File: config.mk
export PLATFORM = sky130hd
export DESIGN_NAME = cfg_dump
export DESIGN_NICKNAME = d
export VERILOG_FILES = /design/src/rtl/cfg_dump.sv
export SDC_FILE = /design/constraint.sdc
export NUM_CORES = 1
export LEC_CHECK = 0
export BUFFER_PORTS_ARGS = -buffer_cell sky130_fd_sc_hd__buf_2
export CAP_MARGIN = 30
export CORE_AREA = 2 2 72 74
export DETAILED_ROUTE_END_ITERATION = 8
export DIE_AREA = 0 0 74 76
export SETUP_SLACK_MARGIN = 0.1
export SLEW_MARGIN = 40
export SYNTH_ARGS = -nofsm -noshare
export SYNTH_HDL_FRONTEND = slang
export SYNTH_SLANG_ARGS = --single-unit
File: constraint.sdc
create_clock -name clk -period 3.19 [get_ports clk]
set_input_delay 0.638 -clock clk [delete_from_list [all_inputs] [get_ports clk]]
set_output_delay 0.638 -clock clk [all_outputs]
set_load 0.01 [all_outputs]
File: src/rtl/cfg_dump.sv
// cfg_dump: streams the elaborated core configuration as a framed byte sequence.
// Frame layout: magic 0x57, count 0x10, then 16 entries of {index, XLEN/8 value
// bytes LSB first}, then an XOR checksum of every byte sent before it.
// The configuration constants arrive as parameters so the enclosing build can
// pass the values it elaborated with.
module cfg_dump #(
   parameter int          XLEN                  = 64,
   parameter int          NENTRIES              = 16,
   parameter logic [63:0] MISA                  = 64'h0000_0000_0014_112D,
   parameter logic [63:0] RESET_VECTOR          = 64'h0000_0000_8000_0000,
   parameter logic [63:0] PMP_ENTRIES           = 64'd16,
   parameter logic [63:0] ITLB_ENTRIES          = 64'd32,
   parameter logic [63:0] DTLB_ENTRIES          = 64'd32,
   parameter logic [63:0] ICACHE_NUMWAYS        = 64'd4,
   parameter logic [63:0] ICACHE_WAYSIZEINBYTES = 64'd4096,
   parameter logic [63:0] ICACHE_LINELENINBITS  = 64'd512,
   parameter logic [63:0] DCACHE_NUMWAYS        = 64'd4,
   parameter logic [63:0] DCACHE_WAYSIZEINBYTES = 64'd4096,
   parameter logic [63:0] DCACHE_LINELENINBITS  = 64'd512,
   parameter logic [63:0] FLEN                  = 64'd64,
   parameter logic [63:0] DIVb                  = 64'd64,
   parameter logic [63:0] UART_PRESCALE         = 64'd0,
   parameter logic [63:0] PLIC_NUM_SRC          = 64'd10
) (
   input  logic       clk,
   input  logic       reset,
   input  logic       Start,
   output logic [7:0] TxData,
   output logic       TxValid,
   input  logic       TxReady,
   output logic       Busy,
   output logic       Done
);

   localparam int                NBYTES    = XLEN / 8;
   localparam int                BW        = $clog2(NBYTES);
   localparam logic [63:0]       XLEN_V    = 64'(XLEN);
   localparam logic [BW-1:0]     LAST_BYTE = BW'(NBYTES - 1);

   typedef enum logic [2:0] {
      IDLE,
      MAGIC,
      COUNT,
      INDEX,
      VALUE,
      CSUM
   } state_t;

   // The entry table layout is fixed at 16 entries and the value packing
   // assumes a 32- or 64-bit machine; refuse to build anything else.
   generate
      if (NENTRIES != 16 || (XLEN != 32 && XLEN != 64)) begin : gBadConfig
         $error("cfg_dump: NENTRIES must be 16 and XLEN must be 32 or 64");
      end
   endgenerate

   state_t            state_q, state_d;
   logic [3:0]        entryCnt_q, entryCnt_d;
   logic [BW-1:0]     byteCnt_q, byteCnt_d;
   logic [7:0]        csum_q, csum_d;
   logic              done_q, done_d;
   logic [XLEN-1:0]   entryValue;
   logic [7:0]        valueByte;
   logic              xfer;

   assign TxValid = (state_q != IDLE);
   assign Busy    = TxValid;
   assign Done    = done_q;
   assign xfer    = TxValid & TxReady;

   // Look up the configuration value for the entry currently being sent.
   always_comb begin
      entryValue = '0;
      case (entryCnt_q)
         4'd0:  entryValue = XLEN_V[XLEN-1:0];
         4'd1:  entryValue = MISA[XLEN-1:0];
         4'd2:  entryValue = RESET_VECTOR[XLEN-1:0];
         4'd3:  entryValue = PMP_ENTRIES[XLEN-1:0];
         4'd4:  entryValue = ITLB_ENTRIES[XLEN-1:0];
         4'd5:  entryValue = DTLB_ENTRIES[XLEN-1:0];
         4'd6:  entryValue = ICACHE_NUMWAYS[XLEN-1:0];
         4'd7:  entryValue = ICACHE_WAYSIZEINBYTES[XLEN-1:0];
         4'd8:  entryValue = ICACHE_LINELENINBITS[XLEN-1:0];
         4'd9:  entryValue = DCACHE_NUMWAYS[XLEN-1:0];
         4'd10: entryValue = DCACHE_WAYSIZEINBYTES[XLEN-1:0];
         4'd11: entryValue = DCACHE_LINELENINBITS[XLEN-1:0];
         4'd12: entryValue = FLEN[XLEN-1:0];
         4'd13: entryValue = DIVb[XLEN-1:0];
         4'd14: entryValue = UART_PRESCALE[XLEN-1:0];
         4'd15: entryValue = PLIC_NUM_SRC[XLEN-1:0];
         default: entryValue = '0;
      endcase
   end

   // Pick the value byte selected by the byte counter, least significant first.
   always_comb begin
      valueByte = 8'h00;
      for (int b = 0; b < NBYTES; b++) begin
         if (byteCnt_q == BW'(b)) valueByte = entryValue[8*b +: 8];
      end
   end

   // Drive the outgoing byte purely from registered state so it holds steady
   // while the sink stalls.
   always_comb begin
      TxData = 8'h00;
      case (state_q)
         MAGIC:   TxData = 8'h57;
         COUNT:   TxData = 8'h10;
         INDEX:   TxData = {4'h0, entryCnt_q};
         VALUE:   TxData = valueByte;
         CSUM:    TxData = csum_q;
         default: TxData = 8'h00;
      endcase
   end

   // Frame sequencer: advance one field per accepted byte and fold every
   // accepted byte into the running checksum.
   always_comb begin
      state_d    = state_q;
      entryCnt_d = entryCnt_q;
      byteCnt_d  = byteCnt_q;
      csum_d     = csum_q;
      done_d     = 1'b0;
      if (xfer) csum_d = csum_q ^ TxData;
      case (state_q)
         IDLE: begin
            if (Start) begin
               state_d    = MAGIC;
               csum_d     = 8'h00;
               entryCnt_d = 4'd0;
               byteCnt_d  = '0;
            end
         end
         MAGIC: begin
            if (xfer) state_d = COUNT;
         end
         COUNT: begin
            if (xfer) begin
               state_d    = INDEX;
               entryCnt_d = 4'd0;
            end
         end
         INDEX: begin
            if (xfer) begin
               state_d   = VALUE;
               byteCnt_d = '0;
            end
         end
         VALUE: begin
            if (xfer) begin
               if (byteCnt_q == LAST_BYTE) begin
                  if (entryCnt_q == 4'd15) begin
                     state_d = CSUM;
                  end else begin
                     entryCnt_d = entryCnt_q + 4'd1;
                     state_d    = INDEX;
                  end
               end else begin
                  byteCnt_d = byteCnt_q + BW'(1);
               end
            end
         end
         CSUM: begin
            if (xfer) begin
               state_d = IDLE;
               done_d  = 1'b1;
               csum_d  = 8'h00;
            end
         end
         default: state_d = IDLE;
      endcase
   end

   // State and counter registers with synchronous reset back to an idle,
   // cleared frame.
   always_ff @(posedge clk) begin
      if (reset) begin
         state_q    <= IDLE;
         entryCnt_q <= 4'd0;
         byteCnt_q  <= '0;
         csum_q     <= 8'h00;
         done_q     <= 1'b0;
      end else begin
         state_q    <= state_d;
         entryCnt_q <= entryCnt_d;
         byteCnt_q  <= byteCnt_d;
         csum_q     <= csum_d;
         done_q     <= done_d;
      end
   end

endmodule

Word level (Yosys, flattened, before mapping)
Memory sizes are Yosys's and may differ from the RTL's. A register that Yosys moved wholly into a read port is not among the register bits. Index checks and enable logic that the tools add are counted.

Add/subtract/negate cells: 2. Equality and inequality tests: 22. Mux-type cells: 35. Bitwise logic cells: 3. Reductions and logical operators: 9.

Operator list (count): $mux W8 (11); $pmux W8 S5 (1); $mux W3 (11); $mux W4 (7); $eq A3 B3 Y1 const B (6); $ne A2 B2 Y1 const B (9); $pmux W3 S6 (1); $pmux W8 S2 (1); $eq A3 B2 Y1 const B (4); $pmux W4 S3 (1); $pmux W3 S3 (1); $reduce_bool A3 Y1 (3); $xor A8 B8 Y8 (1); $reduce_and A7 Y1 (1); $eq A3 B1 Y1 const B (2); $logic_not A3 Y1 (2); $reduce_and A6 Y1 (1); $reduce_and A5 Y1 (1); $add A4 B1 Y4 const B (1); $eq A4 B4 Y1 const B (1); $add A3 B1 Y3 const B (1); $reduce_or A2 Y1 (1); $and A1 B1 Y1 (1); $mux W1 (1); $not A1 Y1 (1).

Flip-flop bits (word level): 19. ROM bits: 208. Input port bits: 4. Output and inout port bits: 11. Logic and storage cells: 77. Memories kept: 1.

Memory list: (name not given) (words 16, width 13, read ports 1, clocked after Yosys merged registers in 1, wr ports 0, line 74) `case (entryCnt_q)`.

Longest topological paths before layout
Gate-level depths: netlist (run 1).

Depth in word-level cells: 14. Depth in mapped cells: 11. Gate-level depth less buffers: 11.

Least setup slack after synthesis (run 1)
OpenSTA, ideal clock, no wires.

Kind: input -> register. Start point: input port Start. End point: register entryValue[12] (netlist name). Library setup time: 0.120 ns. Arrival time: 2.292 ns. Data required time: 3.070 ns. Slack: 0.779 ns. Cell stages on the path: 9. Path buffers: 0. Cells stage by stage: or3b_1 > a31o_2 > o21ai_0 > o31a_1 > nor2_1 > ha_1 > nand3_1 > nor3b_1 > a211o_1.

Word-level cells in the longest chain between the ends: 4.

Ends and longest elaborated chain: start, declared (line 27) `input logic Start,`; $ne A2 B2 Y1 (no source line); $reduce_and A6 Y1 (no source line); $mux W4 (no source line) (2 in series).

Every way passes these cells. A chain may end at the register's enable or synchronous reset.

Worst setup path after layout (run 1)
Start point: register byteCnt_q[0]. End point: output port TxData[2].

Word-level cells in the longest chain between the ends: 10. Elaborated cells on any way between the ends: 17. Those cells by class: 7 x eq/ne; 9 x mux; 1 x reduce/logical.

Ends and longest elaborated chain: start, declared (line 59) `logic [BW-1:0] byteCnt_q, byteCnt_d;`; start signal, assigned (line 187) `byteCnt_q <= byteCnt_d;`; $logic_not A3 Y1 (line 99) `if (byteCnt_q == BW'(b)) valueByte = entryValue[8*b +: 8];`; $mux W8 (7 in series) (line 99); $mux W8 (*) (line 99); $pmux W8 S5 (*) (line 107) `case (state_q)`; end, declared (line 28) `output logic [7:0] TxData,`.

Every way passes the cells marked *; elsewhere a longest branch is shown, timed or not.

==> results_dict.tcl, run 1 <==
set metrics [dict create \
    clock_sinks 29 \
    port_buffers 14 \
    antenna_cells 0 \
    hold_viol_final 0 \
    grt_setup_unrepaired "false" \
    synth_common_cells "dfxtp_1, inv_1, nand2_1, nor2_1" \
    grt_pass1_vias 1617 \
    fp-row-count 26 \
    synth_cell_types 58 \
    drc 0 \
    finalSetupTns_ps 0 \
    overflow 0 \
    cts_buffers 5 \
    startpoint "byteCnt_q[0]" \
    skew_ps 3.96 \
    crit_family "simple AND/OR/NAND/NOR gates" \
    worstSetupStartpointType "register" \
    root_buffer "clkbuf_8" \
    synthSimpleGateAreaFrac_pct 29.8 \
    grt_start_max_net_pins 27 \
    status "finished clean" \
    layout.cells.non_filler 315 \
    whs_endpoint "csum_q[6]" \
    synth_ff_type "dfxtp_1" \
    fmax_mhz 347 \
    dp_cells 307 \
    slew_viol_final 0 \
    rr_startpoint "byteCnt_q[0]" \
    num_vias 1759 \
    regArea_um2 581 \
    r2r_cells 11 \
    synth.most_common_cell "dfxtp_1" \
    worst_hold_path_type "register to register" \
    pwr_density_cell_mw_per_mm2 393 \
    place_ws_ps 488 \
    crit_chain "ha_1, ha_1, or3_1, or2_1, o2bb2ai_1, buf_2" \
    syn_to_final_growth_pct 12.1 \
    wirelength_um 4770 \
    synthAdderAreaFrac_pct 7.28 \
    syn-cell-area_mm2 0.00189 \
    nFillCells 508 \
    wl_per_cell_um 15.1 \
    synth.largest_area_cell "dfxtp_1" \
    cp_slowest_cell "or3_1" \
    slew_headroom_pct 59.4 \
    place.gp.congestion 0.829 \
    async_reset_ff_share_pct 0 \
    power.leakage_nw 0.836 \
    ys_top_cells_by_area "dfxtp_1, ha_1, inv_1" \
    drtPass1Iterations 4 \
    synth.top_cell.area_share_pct 30.7 \
    cts.clk_slew.worst_paths_ps 70 \
    tritoncts "built" \
    maxCapViolCount 0 \
    io-pin-count 15 \
    synthMuxAreaShare_pct 1.12 \
    drtAntennaViolNets 0 \
    core_mm2 0.00491 \
    seq_area_frac_synth_pct 30.7 \
    synthesis.nets 245 \
    crit_top_cell "ha_1" \
    cts_post_setup_buffers_inserted 0 \
    crit_buf_inv 1 \
    yosys_warnings 0 \
    fin_crit_sh_pct 90.4 \
    fin_ws_ps 306 \
    dp_hpwl_um 3490 \
    htree_num_levels 2 \
    synth_compound_area_share_pct 25.1 \
    post_cts_resized 0 \
    required_ps 2550 \
    grt_usage_pct 18.1 \
    synth-xor-area-share_pct 0 \
    drive_gt1_share_pct 15.1 \
    cts_buffer_depth 2 \
    grt_antenna_before_repair 0 \
    initial_core_util_pct 38.5 \
    grt_pass1_wl_um 7800 \
    syn-instance-count 230 \
    synth_top_family_by_area "simple AND/OR/NAND/NOR gates" \
    slowest_delay_ps 380 \
    ir_drop_v 0.000194 \
    worst_r2r_endpoint "entryValue[12]" \
    die_h_um 76 \
    die_w_um 74 \
    cts_hold_buffers 0 \
    multi_input_area_mm2 0.00120 \
    reg2reg_slack_ps 490 \
    end_kind "primary output" \
    nNetsFinal 259 \
    worst_hold_path.num_cells 2 \
    crit_type "register to primary output" \
    crit_fanout 6 \
    clk_latency_ps 290 \
    syn_avg_cell_area_um2 8.23 \
    tightest_slew_ps 608 \
    setup_viol 0 \
    hp-start "csum_q[6]" \
    drtIter0Drc 152 \
    dieArea_mm2 0.00562 \
    vias_per_cell 5.58 \
    fin_crit_ps 2880 \
    crit_arrival_ps 2250 \
    synth_edf_count 0 \
    ys_seq_elements 29 \
]
## metrics by stage
step | cell area, um^2 | hold WS (ps) | util [%] | power (mW)
finish | 2120 | 501 | 43.2 | 0.834
global route | 2120 | 538 | 43.2 | 0.873
CTS | 2120 | 507 | 43.2 | 0.838
detailed placement | 2030 | 495 | 41.3 | 0.526
global placement | 2030 | 475 | 41.3 | 0.526
floorplan | 1890 | 459 | - | 0.486
## kinds of logic after synthesis
kind of cell / count (synthesis)
mux: 2
flops: 29
fa+ha+maj: 11
buf+inv: 28
compound gates: 66
simple gates: 94
## tightest hold or removal path: stages (launching register included)
cell	delay [ps]
dfxtp_1	330
nand2_1	60
a31oi_1	60
## flip-flops by register name, summed over array words and instances, names as in the netlist
register	count
byteCnt_q	3
Done	1
csum_q	8
entryCnt_q	4
state_q	3
entryValue	10
## power by group
group	switching (mW)	internal (mW)	total (mW)
clock network	0.161	0.153	0.314
registers	0.00632	0.369	0.376
logic	0.0899	0.0542	0.144
## area by class of cell
cell class,count,area share [%]
Clock buffer,5,3.24
Clock inverter,3,1.06
Inverter,17,3.01
Multi-Input combinational cell,173,56.5
Sequential cell,29,27.4
Tap cell,70,4.13
Timing Repair Buffer,18,4.72
## worst max-delay path by stage
stage / cells past startpoint / slack [ps] / endpoint
after floorplan: 9 / 780 / entryValue[12]
after global placement: 10 / 560 / entryValue[12]
after detailed placement: 10 / 490 / entryValue[12]
after CTS: 6 / 290 / TxData[2]
after global routing: 6 / 190 / TxData[2]
final: 6 / 310 / TxData[2]
## metal layers
metal	up-vias	routed length, um	global-route usage [%]
li1	879	-	-
met1	809	2220	24.6
met2	58	2110	25.4
met3	13	278	4.50
met4	0	163	10.9
met5	-	0	0
## cell usage in the layout, fill, tap and decap left out, types with 5 or more instances in the layout
| master | netlist | routed |
|---|---|---|
| dfxtp_1 | 29 | 29 |
| nand2_1 | 17 | 17 |
| inv_1 | 17 | 17 |
| buf_2 | 4 | 14 |
| ha_1 | 11 | 11 |
| a21oi_1 | 11 | 11 |
| nor3_1 | 5 | 5 |
| and3_1 | 6 | 6 |
| nor2b_1 | 9 | 9 |
| nand3_1 | 10 | 10 |
| o21ai_0 | 10 | 10 |
| clkbuf_8 | 0 | 5 |
| a31oi_1 | 10 | 10 |
| nor2_1 | 15 | 15 |
Power figures use the tool's default switching activity.
==> run 2: changes to the inputs <==
--- a/config.mk
+++ b/config.mk
@@ -7,9 +7,10 @@
 export LEC_CHECK = 0
 export BUFFER_PORTS_ARGS = -buffer_cell sky130_fd_sc_hd__buf_2
 export CAP_MARGIN = 30
-export CORE_AREA = 2 2 72 74
+export CORE_AREA = 2 2 62 64
 export DETAILED_ROUTE_END_ITERATION = 8
-export DIE_AREA = 0 0 74 76
+export DIE_AREA = 0 0 64 66
+export PLACE_DENSITY = 0.72
 export SETUP_SLACK_MARGIN = 0.1
 export SLEW_MARGIN = 40
 export SYNTH_ARGS = -nofsm -noshare
==> constraint.sdc (replaced) <==
create_clock -name clk -period 3.19 [get_ports clk]
set_input_delay 0.319 -clock clk [delete_from_list [all_inputs] [get_ports clk]]
set_output_delay 0.319 -clock clk [all_outputs]
set_load 0.01 [all_outputs]
==> run 2 against run 1 <==
Compared with the run above: wire length decreased by 1.9%; clock skew grew 3.9 ps; first-iteration DRC count up 2.6%; via count decreased by 0.40%; register-to-register slack hardly changed; non-clock buffer count stayed put; combinational power is 3% lower; global-route usage grew 6.2 points; cell area decreased by 2.8%; total power down 10%; clock-buffer cell count stayed put; critical path type is now register to register; largest cell class unchanged.
==> results_dict.tcl, run 2 (same netlist as run 1, synthesis figures left out) <==
set metrics [dict create \
    status "finished clean" \
    dp_cells 285 \
    layout.cells.non_filler 293 \
    grt_antenna_before_repair 0 \
    grt_pass1_wl_um 7940 \
    crit_arrival_ps 2930 \
    dp_hpwl_um 3460 \
    end_kind "register" \
    num_vias 1752 \
    place_ws_ps 566 \
    io-pin-count 15 \
    multi_input_area_mm2 0.00120 \
    cts_post_setup_buffers_inserted 0 \
    fin_ws_ps 505 \
    cts_hold_buffers 0 \
    overflow 0 \
    fp-row-count 22 \
    cts_buffer_depth 2 \
    initial_core_util_pct 53.3 \
    cts_buffers 5 \
    setup_viol 0 \
    maxCapViolCount 0 \
    post-route-util_pct 58.1 \
    grt_setup_unrepaired "false" \
    drive_gt1_share_pct 15.1 \
    crit_top_cell "ha_1" \
    dieArea_mm2 0.00422 \
    antenna_cells 0 \
    ir_drop_v 0.000292 \
    core_mm2 0.00355 \
    final_cell_mix "dfxtp_1, inv_1, nand2_1, nor2_1, buf_2" \
    worstSetupStartpointType "register" \
    wirelength_um 4680 \
    hold_viol_final 0 \
    slew_headroom_pct 59.5 \
    clk_latency_ps 340 \
    root_buffer "clkbuf_4" \
    crit_fanout 7 \
    final_common_cell "dfxtp_1" \
    tightest_slew_ps 607 \
    required_ps 3430 \
    wl_per_cell_um 16.0 \
    die_h_um 66 \
    place.gp.congestion 0.917 \
    skew_ps 7.90 \
    syn_to_final_growth_pct 8.99 \
    fmax_mhz 372 \
    drtPass1Iterations 4 \
    post_cts_resized 0 \
    power.leakage_nw 0.823 \
    finalSetupTns_ps 0 \
    grt_start_max_net_pins 22 \
    pwr_density_cell_mw_per_mm2 364 \
    worst_hold_path_type "input pin to register" \
    drtIter0Drc 156 \
    largest_reg_flops 10 \
    slowest_delay_ps 410 \
    cts.clk_slew.worst_paths_ps 110 \
    tritoncts "built" \
    regArea_um2 581 \
    grt_usage_pct 24.3 \
    fin_crit_sh_pct 84.2 \
    grt_pass1_vias 1706 \
    nFillCells 352 \
    nNetsFinal 259 \
    die_w_um 64 \
    htree_num_levels 2 \
    crit_type "register to register" \
    clock_sinks 29 \
    drtAntennaViolNets 0 \
    vias_per_cell 5.98 \
    port_buffers 14 \
    fin_crit_ps 2690 \
    drc 0 \
    slew_viol_final 0 \
    crit_chain "ha_1, ha_1, nand4b_1, a31o_2, o21ai_0, o31a_1, nor2_1, ha_1, nand3_1, nor3b_1, a211o_1" \
    cp_slowest_cell "dfxtp_1" \
]
run 2: final cells by class:
class	instances	share of cell area, %
Multi-Input combinational cell	173	58.1
Sequential cell	29	28.2
Timing Repair Buffer	18	4.85
Inverter	17	3.09
Tap cell	48	2.91
Clock buffer	5	1.82
Clock inverter	3	1.09
run 2: per-stage QoR:
step / total power, mW / cell area, um^2 / hold slack [ps]
6_report: 0.751 / 2060 / 383
5_1_grt: 0.785 / 2060 / 385
4_1_cts: 0.754 / 2060 / 383
3_5_place_dp: 0.525 / 2000 / 482
3_3_place_gp: 0.524 / 2000 / 483
2_1_floorplan: 0.486 / 1890 / 459
run 2: report_power, final:
group / switching [mW] / leakage [nW] / total, mW / internal (mW)
registers: 0.0101 / 0.234 / 0.379 / 0.369
clock network: 0.147 / 0.0234 / 0.232 / 0.0850
logic: 0.0852 / 0.565 / 0.139 / 0.0541
total: 0.242 / 0.823 / 0.751 / 0.508
run 2: worst paths after layout:
| check | startpoint | to | slack (ps) | cells after the start |
|---|---|---|---|---|
| max | byteCnt_q[0] | entryValue[12] | 500 | 11 |
| min | reset | state_q[0] | 380 | 2 |
| min reg2reg | csum_q[1] | csum_q[1] | 500 | 2 |
| max reg2reg | byteCnt_q[0] | entryValue[12] | 500 | 11 |
run 2: metal layers:
layer,routed length [um],GRT usage [%],vias up
met4,72,7.88,0
met3,216,5.62,9
met1,2170,30.2,816
li1,-,-,885
met5,0,0,-
met2,2230,41.5,42
run 2: worst max-delay path, delay by kind of cell, from the launching register on:
kind,cells,cell delay (ps)
fa+ha+maj,3,660
compound gates,4,1070
flops,1,410
simple gates,4,460
==> run 3: changes to the inputs <==
==> constraint.sdc (replaced) <==
create_clock -name clk -period 2.5 [get_ports clk]
set_input_delay 0.25 -clock clk [delete_from_list [all_inputs] [get_ports clk]]
set_output_delay 0.25 -clock clk [all_outputs]
set_load 0.01 [all_outputs]
==> run 3 against run 2 <==
Compared with the run above: sequential power rose by 27%; critical endpoint is now TxData[2]; highest routed layer unchanged; setup slack got worse by 370 ps; register-to-register slack got worse by 290 ps.
==> results_dict.tcl, run 3 (same netlist as run 1, synthesis figures left out) <==
set metrics [dict create \
    wl_met3_um 343 \
    fp-row-count 22 \
    seq_power_share_pct 44.4 \
    slew_viol_final 0 \
    cts_buffers 5 \
    wl_per_cell_um 16.7 \
    required_ps 2250 \
    power.share.clock_pct 37.5 \
    overflow 0 \
    grt_pass1_wl_um 8480 \
    drtPass1Iterations 5 \
    tritoncts "built" \
    largest_reg_flops 10 \
    reg2reg_slack_ps 210 \
    die_w_um 64 \
    worst_r2r_endpoint "entryValue[12]" \
    port_buffers 14 \
    p_sw_uw 323 \
    num_vias 1883 \
    cts.clk_slew.worst_paths_ps 110 \
    grt_setup_unrepaired "true" \
    hp-start "reset" \
    worst_hold_path_type "input pin to register" \
    maxCapViolCount 0 \
    power.leakage_nw 0.913 \
    final_common_cell "dfxtp_1" \
    fin_ws_ps 135 \
    combPwrFrac_pct 18.1 \
    tightest_slew_ps 602 \
    status "finished clean" \
    highest_layer "met4" \
    whs_endpoint "state_q[0]" \
    fmax_mhz 423 \
    place.gp.congestion 0.900 \
    dr_wl_met2_um 2510 \
    place_ws_ps 98.5 \
    slew_headroom_pct 59.9 \
    skew_ps 15.2 \
    wirelength_um 5110 \
    rr_startpoint "byteCnt_q[0]" \
    final_cell_mix "dfxtp_1, nand2_1, inv_1, buf_4" \
    cts_buffer_depth 2 \
    crit_type "register to primary output" \
    worst_hold_path.num_cells 2 \
    pwr_density_cell_mw_per_mm2 474 \
    nNetsFinal 272 \
    clock_sinks 29 \
    dp_hpwl_um 3490 \
    grt_start_max_net_pins 27 \
    setup_viol 0 \
    p_total_mw 1.08 \
    syn_to_final_growth_pct 20.8 \
    end_kind "primary output" \
    core_mm2 0.00355 \
    fin_crit_sh_pct 94.6 \
    crit_arrival_ps 2110 \
    antenna_cells 0 \
    grt_antenna_before_repair 0 \
    finalSetupTns_ps 0 \
    wl_met1_um 2170 \
    htree_num_levels 2 \
    drtAntennaViolNets 0 \
    clk_latency_ps 360 \
    grt_usage_pct 26.0 \
    fin_crit_ps 2360 \
    hold_viol_final 0 \
    io-pin-count 15 \
    ir_drop_v 0.000369 \
    initial_core_util_pct 53.3 \
    p_int_uw 760 \
    drive_gt1_share_pct 26.7 \
    dieArea_mm2 0.00422 \
    root_buffer "clkbuf_4" \
    worstSetupStartpointType "register" \
    vias_per_cell 6.15 \
    drtIter0Drc 165 \
    p_sw_share_pct 29.8 \
    r2r_cells 12 \
    crit_fanout 3 \
    die_h_um 66 \
    grt_pass1_vias 1790 \
    drc 0 \
]
-- run 3: cell types whose count changed in the layout (fill, tap and decap cells not counted), sizes merged --
cell and change:
bufinv +1, buf +13, clkinvlp -2, clkinv +1
-- run 3: worst max-delay path: stages, from the launching register on --
cell	delay (ps)
dfxtp_4	370
ha_4	160
ha_4	150
buf_6	110
or3_4	340
or2_4	260
o2bb2ai_2	210
buf_2	160
-- run 3: stage by stage --
stage	cell area [um^2]	cells	hold slack, ps	util, %
CTS	2210	302	312	62.2
global placement	2020	288	479	57.0
global route	2280	306	320	64.3
floorplan	1890	230	452	-
finish	2280	306	301	64.3
detailed placement	2020	288	484	57.0
-- run 3: metal layers --
metal,vias up,track usage [%]
met5,-,0
met4,0,10.6
met3,7,5.96
met2,62,43.6
met1,905,32.2
li1,909,-
-- run 3: area by class of cell --
class,count,area (um^2)
clock inverters,3,46.3
fillers,291,1270
inverters,17,63.8
flip-flops and latches,29,587
repair buffers,31,205
clock buffers,5,37.5
well taps,48,60.1
multi-input cells,173,1280
-- run 3: power by group through the flow --
| stage | Combinational (mW) | Sequential [mW] | Clock (mW) |
|---|---|---|---|
| finish | 0.196 | 0.480 | 0.406 |
| global route | 0.215 | 0.482 | 0.432 |
| CTS | 0.183 | 0.481 | 0.405 |
| detailed placement | 0.180 | 0.491 | 0 |
| global placement | 0.179 | 0.491 | 0 |
| floorplan | 0.133 | 0.486 | 0 |
-- run 3: what timing repair did --
| action | CTS | global route |
|---|---|---|
| pin swaps | 6 | 11 |
| gates resized for setup | 12 | 14 |
| hold buffers | 0 | 0 |
| endpoints found under the hold margin | 0 | 0 |
| setup endpoints to repair | 8 | 15 |
| buffers inserted | 6 | 4 |
-- run 3: worst max path at each step --
stage                           endpoint  slack (ps)         start  depth (start not counted)
final                          TxData[2]         140  byteCnt_q[1]                          7
after global routing           TxData[0]          30  byteCnt_q[1]                          8
after CTS                      TxData[0]          80  byteCnt_q[1]                          8
after detailed placement  entryValue[12]         100  byteCnt_q[0]                         11
after global placement    entryValue[12]         180  byteCnt_q[0]                         11
after floorplan           entryValue[12]         130  byteCnt_q[0]                         11
